==> src/rtl/npu_axi_pkg.sv <==
// rtl/npu_axi_pkg.sv - shared AXI encodings, 4 KB page constants and read-engine FSM states
package npu_axi_pkg;

  localparam logic [1:0] BURST_FIXED = 2'b00;
  localparam logic [1:0] BURST_INCR  = 2'b01;
  localparam logic [1:0] BURST_WRAP  = 2'b10;

  localparam logic [1:0] RESP_OKAY   = 2'b00;
  localparam logic [1:0] RESP_EXOKAY = 2'b01;
  localparam logic [1:0] RESP_SLVERR = 2'b10;
  localparam logic [1:0] RESP_DECERR = 2'b11;

  localparam int unsigned PAGE_BYTES = 4096;
  localparam int unsigned PAGE_BITS  = 12;

  typedef enum logic [1:0] {
    ST_IDLE,
    ST_ISSUE,
    ST_DRAIN,
    ST_DONE
  } rd_state_e;

endpackage

==> src/rtl/axi_burst_calc.sv <==
// rtl/axi_burst_calc.sv - beats of the next INCR burst, capped by remaining work, max length and 4 KB page end
module axi_burst_calc
  import npu_axi_pkg::*;
#(
  parameter int LEN_WIDTH     = 8,
  parameter int CNT_WIDTH     = 20,
  parameter int MAX_BURST_LEN = 16,
  parameter int BYTES         = 16,
  localparam int OFF_LSB      = $clog2(BYTES)
) (
  input  logic [PAGE_BITS-OFF_LSB-1:0] page_off,
  input  logic [CNT_WIDTH-1:0]         issue_left,
  output logic [CNT_WIDTH-1:0]         beats,
  output logic [LEN_WIDTH-1:0]         len
);

  localparam int PAGE_BEATS = PAGE_BYTES / BYTES;

  logic [CNT_WIDTH-1:0] page_left;

  always_comb begin
    page_left = CNT_WIDTH'(PAGE_BEATS) - CNT_WIDTH'(page_off);
    beats     = issue_left;
    if (beats > CNT_WIDTH'(MAX_BURST_LEN)) beats = CNT_WIDTH'(MAX_BURST_LEN);
    if (beats > page_left) beats = page_left;
    // Idle (no work left) reports len 0 rather than wrapping to all-ones.
    len = (beats == '0) ? '0 : LEN_WIDTH'(beats - CNT_WIDTH'(1));
  end

endmodule

==> src/rtl/axi4_rd_burst_engine.sv <==
// rtl/axi4_rd_burst_engine.sv - splits a linear read descriptor into AXI INCR bursts and streams the beats out
module axi4_rd_burst_engine
  import npu_axi_pkg::*;
#(
  parameter int AXI_DATA_WIDTH  = 128,
  parameter int AXI_ADDR_WIDTH  = 40,
  parameter int AXI_LEN_WIDTH   = 8,
  parameter int MAX_BURST_LEN   = 16,
  parameter int MAX_OUTSTANDING = 4,
  parameter int BEAT_CNT_WIDTH  = 20
) (
  input  logic                      clk,
  input  logic                      rst,
  input  logic                      start,
  input  logic [AXI_ADDR_WIDTH-1:0] src_addr,
  input  logic [BEAT_CNT_WIDTH-1:0] num_beats,
  output logic                      busy,
  output logic                      done,
  output logic                      err,
  output logic                      rd_req,
  output logic [AXI_ADDR_WIDTH-1:0] rd_addr,
  output logic [AXI_LEN_WIDTH-1:0]  rd_len,
  output logic [2:0]                rd_size,
  output logic [1:0]                rd_burst,
  input  logic                      rd_ready,
  input  logic                      rd_valid,
  input  logic [AXI_DATA_WIDTH-1:0] rd_data,
  input  logic [1:0]                rd_resp,
  input  logic                      rd_last,
  output logic                      rd_accept,
  output logic                      out_valid,
  output logic [AXI_DATA_WIDTH-1:0] out_data,
  output logic                      out_last,
  input  logic                      out_ready
);

  localparam int BYTES   = AXI_DATA_WIDTH / 8;
  localparam int OFF_LSB = $clog2(BYTES);
  localparam int OUT_W   = $clog2(MAX_OUTSTANDING + 1);

  rd_state_e                 state_q, state_d;
  logic [AXI_ADDR_WIDTH-1:0] cur_addr_q, cur_addr_d;
  logic [BEAT_CNT_WIDTH-1:0] issue_left_q, issue_left_d;
  logic [BEAT_CNT_WIDTH-1:0] data_left_q, data_left_d;
  logic [BEAT_CNT_WIDTH-1:0] burst_beats;
  logic [OUT_W-1:0]          outstanding_q, outstanding_d;
  logic                      err_q, err_d, done_q, done_d;
  logic                      req_fire, beat_xfer, burst_done;

  axi_burst_calc #(
    .LEN_WIDTH    (AXI_LEN_WIDTH),
    .CNT_WIDTH    (BEAT_CNT_WIDTH),
    .MAX_BURST_LEN(MAX_BURST_LEN),
    .BYTES        (BYTES)
  ) u_calc (
    .page_off  (cur_addr_q[PAGE_BITS-1:OFF_LSB]),
    .issue_left(issue_left_q),
    .beats     (burst_beats),
    .len       (rd_len)
  );

  assign rd_req = (state_q == ST_ISSUE) && (issue_left_q != '0) &&
                  (outstanding_q < OUT_W'(MAX_OUTSTANDING));
  assign req_fire = rd_req & rd_ready;
  // Beats outside an active transfer are swallowed without touching any counter.
  assign beat_xfer  = rd_valid & out_ready & ((state_q == ST_ISSUE) | (state_q == ST_DRAIN));
  assign burst_done = beat_xfer & rd_last;

  assign rd_addr   = cur_addr_q;
  assign rd_size   = 3'(OFF_LSB);
  assign rd_burst  = BURST_INCR;
  assign rd_accept = out_ready;
  assign out_valid = rd_valid;
  assign out_data  = rd_data;
  assign out_last  = rd_valid & (data_left_q == BEAT_CNT_WIDTH'(1));
  assign busy      = (state_q != ST_IDLE);
  assign done      = done_q;
  assign err       = err_q;

  always_comb begin
    state_d       = state_q;
    cur_addr_d    = cur_addr_q;
    issue_left_d  = issue_left_q;
    data_left_d   = data_left_q;
    outstanding_d = outstanding_q;
    err_d         = err_q;
    done_d        = (state_q == ST_DONE);
    case (state_q)
      ST_IDLE: begin
        if (start) begin
          cur_addr_d    = src_addr & ~AXI_ADDR_WIDTH'(BYTES - 1);
          issue_left_d  = num_beats;
          data_left_d   = num_beats;
          outstanding_d = '0;
          err_d         = 1'b0;
          state_d       = (num_beats == '0) ? ST_DONE : ST_ISSUE;
        end
      end
      ST_ISSUE, ST_DRAIN: begin
        if (req_fire) begin
          cur_addr_d   = cur_addr_q + (AXI_ADDR_WIDTH'(burst_beats) << OFF_LSB);
          issue_left_d = issue_left_q - burst_beats;
        end
        outstanding_d = outstanding_q + OUT_W'(req_fire) - OUT_W'(burst_done);
        if (beat_xfer && (data_left_q != '0)) begin
          data_left_d = data_left_q - BEAT_CNT_WIDTH'(1);
        end
        if (beat_xfer && (rd_resp != RESP_OKAY)) err_d = 1'b1;
        if ((state_q == ST_ISSUE) && (issue_left_d == '0)) state_d = ST_DRAIN;
        if ((state_q == ST_DRAIN) && (data_left_q == '0)) state_d = ST_DONE;
      end
      ST_DONE: state_d = ST_IDLE;
      default: state_d = ST_IDLE;
    endcase
  end

  always_ff @(posedge clk) begin
    if (rst) begin
      state_q       <= ST_IDLE;
      cur_addr_q    <= '0;
      issue_left_q  <= '0;
      data_left_q   <= '0;
      outstanding_q <= '0;
      err_q         <= 1'b0;
      done_q        <= 1'b0;
    end else begin
      state_q       <= state_d;
      cur_addr_q    <= cur_addr_d;
      issue_left_q  <= issue_left_d;
      data_left_q   <= data_left_d;
      outstanding_q <= outstanding_d;
      err_q         <= err_d;
      done_q        <= done_d;
    end
  end

endmodule

==> config.mk <==
export PLATFORM = sky130hd
export DESIGN_NAME = axi4_rd_burst_engine
export DESIGN_NICKNAME = d
export VERILOG_FILES = /design/src/rtl/npu_axi_pkg.sv /design/src/rtl/axi_burst_calc.sv /design/src/rtl/axi4_rd_burst_engine.sv
export SDC_FILE = /design/constraint.sdc
export NUM_CORES = 1
export LEC_CHECK = 0
export CAP_MARGIN = 15
export CORE_AREA = 2 2 148 150
export DETAILED_ROUTE_END_ITERATION = 16
export DIE_AREA = 0 0 150 152
export MAX_ROUTING_LAYER = met4
export PLACE_DENSITY_LB_ADDON = 0.12
export SYNTH_ARGS = -nofsm -noshare
export SYNTH_HDL_FRONTEND = slang
export SYNTH_SLANG_ARGS = --single-unit
export TNS_END_PERCENT = 30
==> constraint.sdc <==
create_clock -name clk -period 11.5 [get_ports clk]
set_input_delay 2.3 -clock clk [delete_from_list [all_inputs] [get_ports clk]]
set_output_delay 2.3 -clock clk [all_outputs]
set_load 0.1 [all_outputs]
; ---- After elaboration in Yosys (flattened, before gate mapping)
; Cells that the tools add are included.
[totals]
regBits = 87
inputBits = 197
output_inout_bits = 188
[op_classes]
n_addsub = 7
n_eq_ne = 9
muxes = 22
reduce_logical = 22
bitwise_logic = 6
n_lt_le_gt_ge = 3
[op_table]
columns = cell, n
row1 = 20-bit two-way mux, 6
row2 = 20-bit logical NOT, 4
row3 = 40-bit two-way mux, 2
row4 = 20-bit case mux with 2 select lines, 2
row5 = 40-bit case mux with 2 select lines, 1
row6 = 40-bit by 24-bit adder with 40-bit output, 1
row7 = 20-bit nonzero test, 2
row8 = "20-bit by 1-bit equality test with 1-bit output, second input constant", 1
row9 = 20-bit > comparator, 1
row10 = "20-bit by 5-bit > comparator with 1-bit output, second input constant", 1
row11 = "20-bit by 1-bit subtractor with 20-bit output, second input constant", 1
row12 = 20-bit subtractor, 1
row13 = "9-bit by 8-bit subtractor with 10-bit output, first input constant", 1
row14 = 3-bit AND reduction, 3
row15 = 2-bit two-way mux, 4
row16 = 8-bit two-way mux, 1
row17 = "2-bit != test, second input constant", 4
row18 = "8-bit by 1-bit subtractor with 8-bit output, second input constant", 1
row19 = 1-bit logical AND, 6
row20 = 2-bit case mux with 3 select lines, 1
row21 = 3-bit case mux with 2 select lines, 1
row22 = 2-bit nonzero test, 3
row23 = 1-bit bitwise AND, 5
row24 = "2-bit equality test, second input constant", 2
row25 = other kinds (12), 14

; ---- Depth between registers and ports, before layout
; Gate-level depths: netlist (run 1).
[depth]
ltp_word = 12
depth_mapped = 25
ltp_nobuf = 24

; ---- Hierarchy
; Synthesis (run 1) repeated with hierarchy kept, for this count alone.
[unflattened]
cells_unflattened = 1223
hier_area_um2 = 8982.4
[by_module_without_submodules]
columns = mod, n_inst, cells_per_inst, area_per_inst_um2, seq_area_each_um2
row1 = axi4_rd_burst_engine, 1, 1085, 8025.2, 1661.6
row2 = axi_burst_calc, 1, 138, 957.2, 0.0

; ---- Worst setup path after synthesis (run 1)
; No wires, ideal clock.
[synth_timing]
path_type = reg-to-output
start = register cur_addr_q[4] (netlist: rd_addr[4])
end = output port rd_len[5]
arrival_ns = 5.240
slack_ns = 3.960
path_stages_with_launch = 17
required_time_ns = 9.200
path_cell_list = dfxtp_1 -> inv_1 -> ha_1 -> inv_1 -> or3_1 -> xnor2_1 -> ha_1 -> nand3_1 -> a211o_1 -> o21bai_4 -> a31oi_4 -> mux2_2 -> ha_1 -> and2_2 -> nand2_2 -> nor3_4 -> a21oi_1
[synth_via]
elab_chain_len = 5
elab_cells_between_ends = 6
[synth_lines]
columns = item, line_no
row1 = from (decl), axi4_rd_burst_engine.sv:42  ; logic [AXI_ADDR_WIDTH-1:0] cur_addr_q, cur_addr_d;
row2 = from (signal assigned), axi4_rd_burst_engine.sv:128  ; cur_addr_q <= cur_addr_d;
row3 = 9-bit by 8-bit subtractor with 10-bit output *, axi_burst_calc.sv:22  ; page_left = CNT_WIDTH'(PAGE_BEATS) - CNT_WIDTH'(page_off);
row4 = 20-bit > comparator, axi_burst_calc.sv:25  ; if (beats > page_left) beats = page_left;
row5 = 20-bit two-way mux *, axi_burst_calc.sv:25
row6 = 8-bit by 1-bit subtractor with 8-bit output or 20-bit logical NOT (tied branches), axi_burst_calc.sv:27  ; len = (beats == '0) ? '0 : LEN_WIDTH'(beats - CNT_WIDTH'(1));
row7 = 8-bit two-way mux *, axi_burst_calc.sv:27
row8 = to (decl), axi4_rd_burst_engine.sv:22  ; output logic [AXI_LEN_WIDTH-1:0] rd_len,
; Mark *: on every way between the ends. The rest lies on a longest branch, timed or not.

; ---- Worst setup path after layout (run 1)
[layout_timing]
start = register issue_left_q[13]
end = output port rd_len[2]
[layout_via]
elab_chain_len = 6
elab_cells_between_ends = 7
[layout_lines]
columns = item, line_no
row1 = from (decl), axi4_rd_burst_engine.sv:43  ; logic [BEAT_CNT_WIDTH-1:0] issue_left_q, issue_left_d;
row2 = from (signal assigned), axi4_rd_burst_engine.sv:129  ; issue_left_q <= issue_left_d;
row3 = 20-bit by 5-bit > comparator with 1-bit output, axi_burst_calc.sv:24  ; if (beats > CNT_WIDTH'(MAX_BURST_LEN)) beats = CNT_WIDTH'(MAX_BURST_LEN);
row4 = 20-bit two-way mux *, axi_burst_calc.sv:24
row5 = 20-bit > comparator, axi_burst_calc.sv:25
row6 = 20-bit two-way mux *, axi_burst_calc.sv:25
row7 = 8-bit by 1-bit subtractor with 8-bit output or 20-bit logical NOT (tied branches), axi_burst_calc.sv:27
row8 = 8-bit two-way mux *, axi_burst_calc.sv:27
; Marked as above.

==> metrics.txt, run 1 <==
CP arrival=5.42 ns; Primary FF master, synth=dfxtp_1; Cell Area, Synth=8680 um2; crit path max fanout=8; Initial DRT Pass Iterations=5; layout cells sized above 1=5.60%; Area contributors post-synth=dfxtp_1 (19%), buf_4 (12%), ha_1 (7.9%), nor2_1 (5.4%), a21oi_1 (3.8%); PortBufs=115; Unique masters post-synth=87; CTS Buf Count=9; fmax=0.130 GHz; Initial Util=40.7%; Worst Path Required=9.20 ns; FF/Latch Area=1660 um2; Hold Vio Cnt, Final=0; worst min-delay path class=flop to flop; CTS tree=yes; routed vias=8,219; Ports=385; Tmin final=7.72 ns; pin count of the biggest net entering global routing=87; Post-synth EDFFs=0; Avg WL per Cell=17.8 um; sequential element share of the synthesized area=19.1%; cell count after synthesis=1,168; clk_lat worst skew=0.36 ns; crit path kind=flop to primary output; Core Rows=54; Core Box Area=21,400 um2; Remaining DRCs=0; GRT Residual Overflow=0; clock sink count=83; top cell type's share of synthesized area=19.1%; area of the multi-input gates=5690 um2; first-pass GRT wire length=40.5 mm; number of antenna violations at the first check in global routing=0; Die X=150 um; max-cap viol count=0; CTS clk-pin slew, worst paths=0.07 ns; period utilisation layout=67.1%; Synth Warn #=0; status=finished clean; Final HPWL DP=18.6 mm; gpl congestion=0.878; vias in the first global route=7,688; relative slew slack=27.9%; post-CTS sizing=0; Starting DRT DRC Count=384; GRT Total Usage=22.4%; Detail Route Antenna Nets=0; Final nets=1,392; root buf cell=clkbuf_16; area delta synth->final=8.49%; fin. max-slew vios=0; Post-CTS Setup Inserts=0; routed vias/inst=5.78; worst-margin pin slew=1.08 ns; Die Span Y=152 um; Worst setup EP type=primary output; RSZ-0062 raised after global routing=false; detailed-route wire length=25.3 mm; Hold-fix buffers, CTS=0; Max H-tree Level=3; Max Clock Skew=0.0113 ns; total negative setup slack=0 ns; DIE AREA=22,800 um2; CP Launch Type=flop; Final Setup Violations=0; top cell type by total area after synthesis=dfxtp_1; Ant. Diodes=0; Syn Area/Cell=7.43 um2; Async SR Flop Fraction=0%; Fill cells=2,267; Max Buffers Root-to-Sink=2; #FFs+latches synth=83
cells by family after synthesis:
logic type	synth area share (%)
AND/OR/NAND/NOR	23.1
adder cells (fa/ha/maj)	8.86
AO/OA/AOI/OAI	26.1
multiplexers	2.74
XOR/XNOR	2.93
buffers and inverters	17.0
other	0.0865
flip-flops	19.1
sequential cells by signal, summed over array words and instances, names as in the netlist:
register	count
data_left_q	20
state_q	2
outstanding_q	3
err	1
issue_left_q	20
rd_addr	36
done	1
final timing paths:
| kind | from | end | slack (ns) | depth (start not counted) |
|---|---|---|---|---|
| worst max-delay path | issue_left_q[13] | rd_len[2] | 3.78 | 16 |
| worst min-delay path | err | err | 0.48 | 1 |
| worst max register to register | issue_left_q[13] | state_q[0] | 4.97 | 22 |
| worst min register to register | err | err | 0.48 | 1 |
synth_stat cells, types with 25 or more instances:
| master | count |
|---|---|
| a21oi_1 | 66 |
| ha_1 | 55 |
| nor3_1 | 30 |
| nand3_1 | 25 |
| buf_4 | 139 |
| nand2_1 | 74 |
| clkbuf_1 | 48 |
| dfxtp_1 | 83 |
| inv_1 | 57 |
| a211oi_1 | 30 |
| nor2_1 | 125 |
| o21ai_0 | 42 |
worst max-delay path, cell delays in order (launching register included):
cell	delay [ns]
dfxtp_1	0.39
nor4_1	0.44
nand4_1	0.29
nor2_1	0.25
inv_1	0.07
ha_1	0.28
nand3_1	0.06
a211o_1	0.29
o21bai_4	0.18
a31oi_4	0.35
mux2i_1	0.54
ha_1	0.26
and2_2	0.17
nand2_2	0.08
nor3_4	0.33
nor2_1	0.09
clkdlybuf4s50_1	0.98
placed cells by master, fill, tap and decap left out, types with 6 or more instances in the layout:
cell	count
clkdlybuf4s50_1	114
xnor2_1	21
nand2b_1	6
nor4_1	19
nand2_1	74
or2_2	8
nand3_1	25
and3_1	12
nor3b_1	7
clkbuf_16	9
a211oi_1	30
a222oi_1	7
o32ai_1	6
mux2i_1	19
buf_4	9
o211ai_1	12
ha_1	54
nor2_1	124
a21oi_1	64
a221oi_1	7
a2111oi_0	6
o21ai_0	42
and2_1	18
a22oi_1	13
a311oi_1	6
o31ai_1	8
xor2_1	8
nand3b_1	9
conb_1	33
nor3_1	30
nor2b_1	10
or3_1	11
nand4_1	21
a31oi_1	18
o21a_1	14
dfxtp_1	83
a21o_1	24
inv_1	57
per-stage QoR:
| step | util [%] | area (um2) | hold slack (ns) | setup slack (ns) | instances |
|---|---|---|---|---|---|
| 2_1_floorplan | - | 8800 | 0.444 | 3.96 | 1199 |
| 5_1_grt | 44.1 | 9420 | 0.496 | 3.45 | 1422 |
| 3_5_place_dp | 42.8 | 9130 | 0.462 | 4.13 | 1406 |
| 3_3_place_gp | 42.8 | 9130 | 0.455 | 4.14 | 1406 |
| 4_1_cts | 44.1 | 9420 | 0.479 | 3.71 | 1422 |
| 6_report | 44.1 | 9420 | 0.475 | 3.78 | 1422 |
final cells by class:
cell class	instances	area share (%)
clock buffer	10	2.54
clock inverter	6	0.505
inverter	57	2.27
multi-input combinational	862	60.4
sequential	83	17.6
tap	280	3.72
timing repair buffer	124	12.9
routing by layer:
layer / vias to the layer above / share of wire (%) / track usage [%] / wire length, um
met5: - / 0 / - / 0
met4: 0 / 2.3 / 7.28 / 593
met2: 282 / 45 / 34.2 / 11300
li1: 4045 / - / - / -
met3: 59 / 5.3 / 3.03 / 1340
met1: 3833 / 48 / 30.6 / 12000
Power of run 1 is left out: the tool's default activity adds up to more than one toggle a clock period on the data nets, which glitch-free logic cannot reach.
==> run 2, diff against run 1 <==
--- a/config.mk
+++ b/config.mk
@@ -6,9 +6,9 @@
 export NUM_CORES = 1
 export LEC_CHECK = 0
 export CAP_MARGIN = 15
-export CORE_AREA = 2 2 148 150
+export CORE_ASPECT_RATIO = 2
+export CORE_UTILIZATION = 39
 export DETAILED_ROUTE_END_ITERATION = 16
-export DIE_AREA = 0 0 150 152
 export MAX_ROUTING_LAYER = met4
 export PLACE_DENSITY_LB_ADDON = 0.12
 export SYNTH_ARGS = -nofsm -noshare
==> constraint.sdc (replaced) <==
create_clock -name clk -period 6.3 [get_ports clk]
set_input_delay 1.26 -clock clk [delete_from_list [all_inputs] [get_ports clk]]
set_output_delay 1.26 -clock clk [all_outputs]
set_load 0.1 [all_outputs]
==> metrics.txt, run 2 (synthesis results as in run 1) <==
status=finished clean (unchanged); layout cells sized above 1=8.87% (was 5.60%); detailed-route wire length=29.6 mm (was 25.3 mm); Max Clock Skew=0.00848 ns (was 0.0113 ns); Detail Route Antenna Nets=0 (unchanged); number of antenna violations at the first check in global routing=0 (unchanged); CP arrival=6.12 ns (was 5.42 ns); CTS clk-pin slew, worst paths=0.07 ns (about the same); Starting DRT DRC Count=444 (was 384); pre-CTS setup slack=0.371 ns (was 4.13 ns); Worst Slack Setup Final=0.392 ns (was 3.78 ns); clock sink count=83 (unchanged); period utilisation layout=93.8%; CP Launch Type=flop (unchanged); Ports=385 (unchanged); total negative setup slack=0 ns (unchanged); Worst Path Required=6.51 ns (was 9.20 ns); Final Setup Violations=0 (unchanged); pin count of the biggest net entering global routing=53 (was 87); worst min-delay path class=flop to flop (unchanged); GRT Total Usage=26.8% (was 22.4%); commonest non-fill, non-tap cell in the layout=nor2_1 (unchanged); root buf cell=clkbuf_16 (unchanged); PortBufs=115 (unchanged); routed vias/inst=5.89 (was 5.78); Initial Util=40.0% (was 40.7%); Die Span Y=213 um (was 152 um); max-cap viol count=0 (unchanged); worst-margin pin slew=1.05 ns (was 1.08 ns); vias in the first global route=8,353 (was 7,688); Hold Vio Cnt, Final=0 (unchanged); gpl congestion=0.865 (was 0.878); fin util=44.5% (was 44.1%); Avg WL per Cell=20.5 um (was 17.8 um); Remaining DRCs=0 (unchanged); Core Box Area=21,700 um2 (was 21,400 um2); Core Rows=76 (was 54); Ant. Diodes=0 (unchanged); DIE AREA=22,900 um2 (was 22,800 um2); Max H-tree Level=3 (unchanged); CTS Buf Count=9 (unchanged); Final nets=1,422 (was 1,392); crit path max fanout=4 (was 8); max FFs per register=36 (unchanged); Layout Cells excl Fill=1,445 (was 1,422); Post-Place Cells=1,429 (was 1,406); Max Buffers Root-to-Sink=2 (unchanged); routed vias=8,517 (was 8,219); fin. max-slew vios=0 (unchanged); most frequent cells in the layout=nor2_1 (124), clkdlybuf4s50_1 (106), dfxtp_1 (83) (was nor2_1 (124), clkdlybuf4s50_1 (114), dfxtp_1 (83)); GRT Residual Overflow=0 (unchanged); Worst setup EP type=flop (was primary output); crit path kind=flop to flop (was flop to primary output); Tmin final=5.91 ns; Initial DRT Pass Iterations=5 (unchanged); area delta synth->final=11.1% (was 8.49%); CTS tree=yes (unchanged); Die X=107 um (was 150 um); fmax=0.169 GHz; clk_lat worst skew=0.36 ns (about the same); RSZ-0062 raised after global routing=false (unchanged); Final HPWL DP=23.1 mm (was 18.6 mm); first-pass GRT wire length=45.5 mm (was 40.5 mm); relative slew slack=29.5% (was 27.9%)
run 2: worst max-delay path: stages, from the launching register on:
cell       delay, ns
dfxtp_1         0.35
nor4_1          0.29
buf_4           0.17
nand4_1         0.09
buf_4           0.19
nor2_1          0.15
inv_1           0.06
ha_1            0.27
nand3_1         0.07
a211o_1         0.30
o21bai_4        0.18
a31oi_4         0.23
buf_4           0.17
mux2_2          0.38
inv_1           0.13
ha_1            0.29
o21a_1          0.13
o31a_1          0.14
o41a_1          0.38
maj3_1          0.42
o21bai_1        0.29
a2111oi_0       0.16
nor3_1          0.35
nand4_1         0.25
o211ai_1        0.23
a21oi_1         0.09
run 2: per-stage QoR:
stage / instance area [um2] / hold WS, ns
3_5_place_dp: 9330 / 0.461
2_1_floorplan: 8800 / 0.444
3_3_place_gp: 9330 / 0.456
4_1_cts: 9640 / 0.477
5_1_grt: 9650 / 0.502
6_report: 9650 / 0.471
run 2: path summary, 6_finish.rpt:
path | start | endpoint | slack, ns | cells past startpoint
max | issue_left_q[11] | state_q[0] | 0.39 | 25
min | err | err | 0.47 | 1
max reg2reg | issue_left_q[11] | state_q[0] | 0.39 | 25
min reg2reg | err | err | 0.47 | 1
run 2: layer usage:
| layer | GRT usage [%] | vias to the layer above | wire (um) |
|---|---|---|---|
| met1 | 24.9 | 3988 | 10200 |
| met2 | 49.5 | 270 | 16000 |
| met4 | 19.2 | 0 | 2040 |
| met3 | 3.60 | 162 | 1420 |
| li1 | - | 4097 | - |
| met5 | - | - | 0 |
run 2: what timing repair did:
item                                    4_1_cts  5_1_grt
gates resized for setup                       0        2
endpoints found under the setup margin        0        2
hold buffers                                  0        0
hold endpoints to repair                      0        0
setup buffers                                 0        0
run 2: cell type report:
type / instances / area, um2
Fill cell: 2258 / 12000
Multi-Input combinational cell: 862 / 5710
Tap cell: 273 / 342
Sequential cell: 83 / 1660
Clock buffer: 11 / 243
Inverter: 57 / 214
Timing Repair Buffer: 154 / 1420
Clock inverter: 5 / 61.3
Power of run 2 is left out for the same reason.
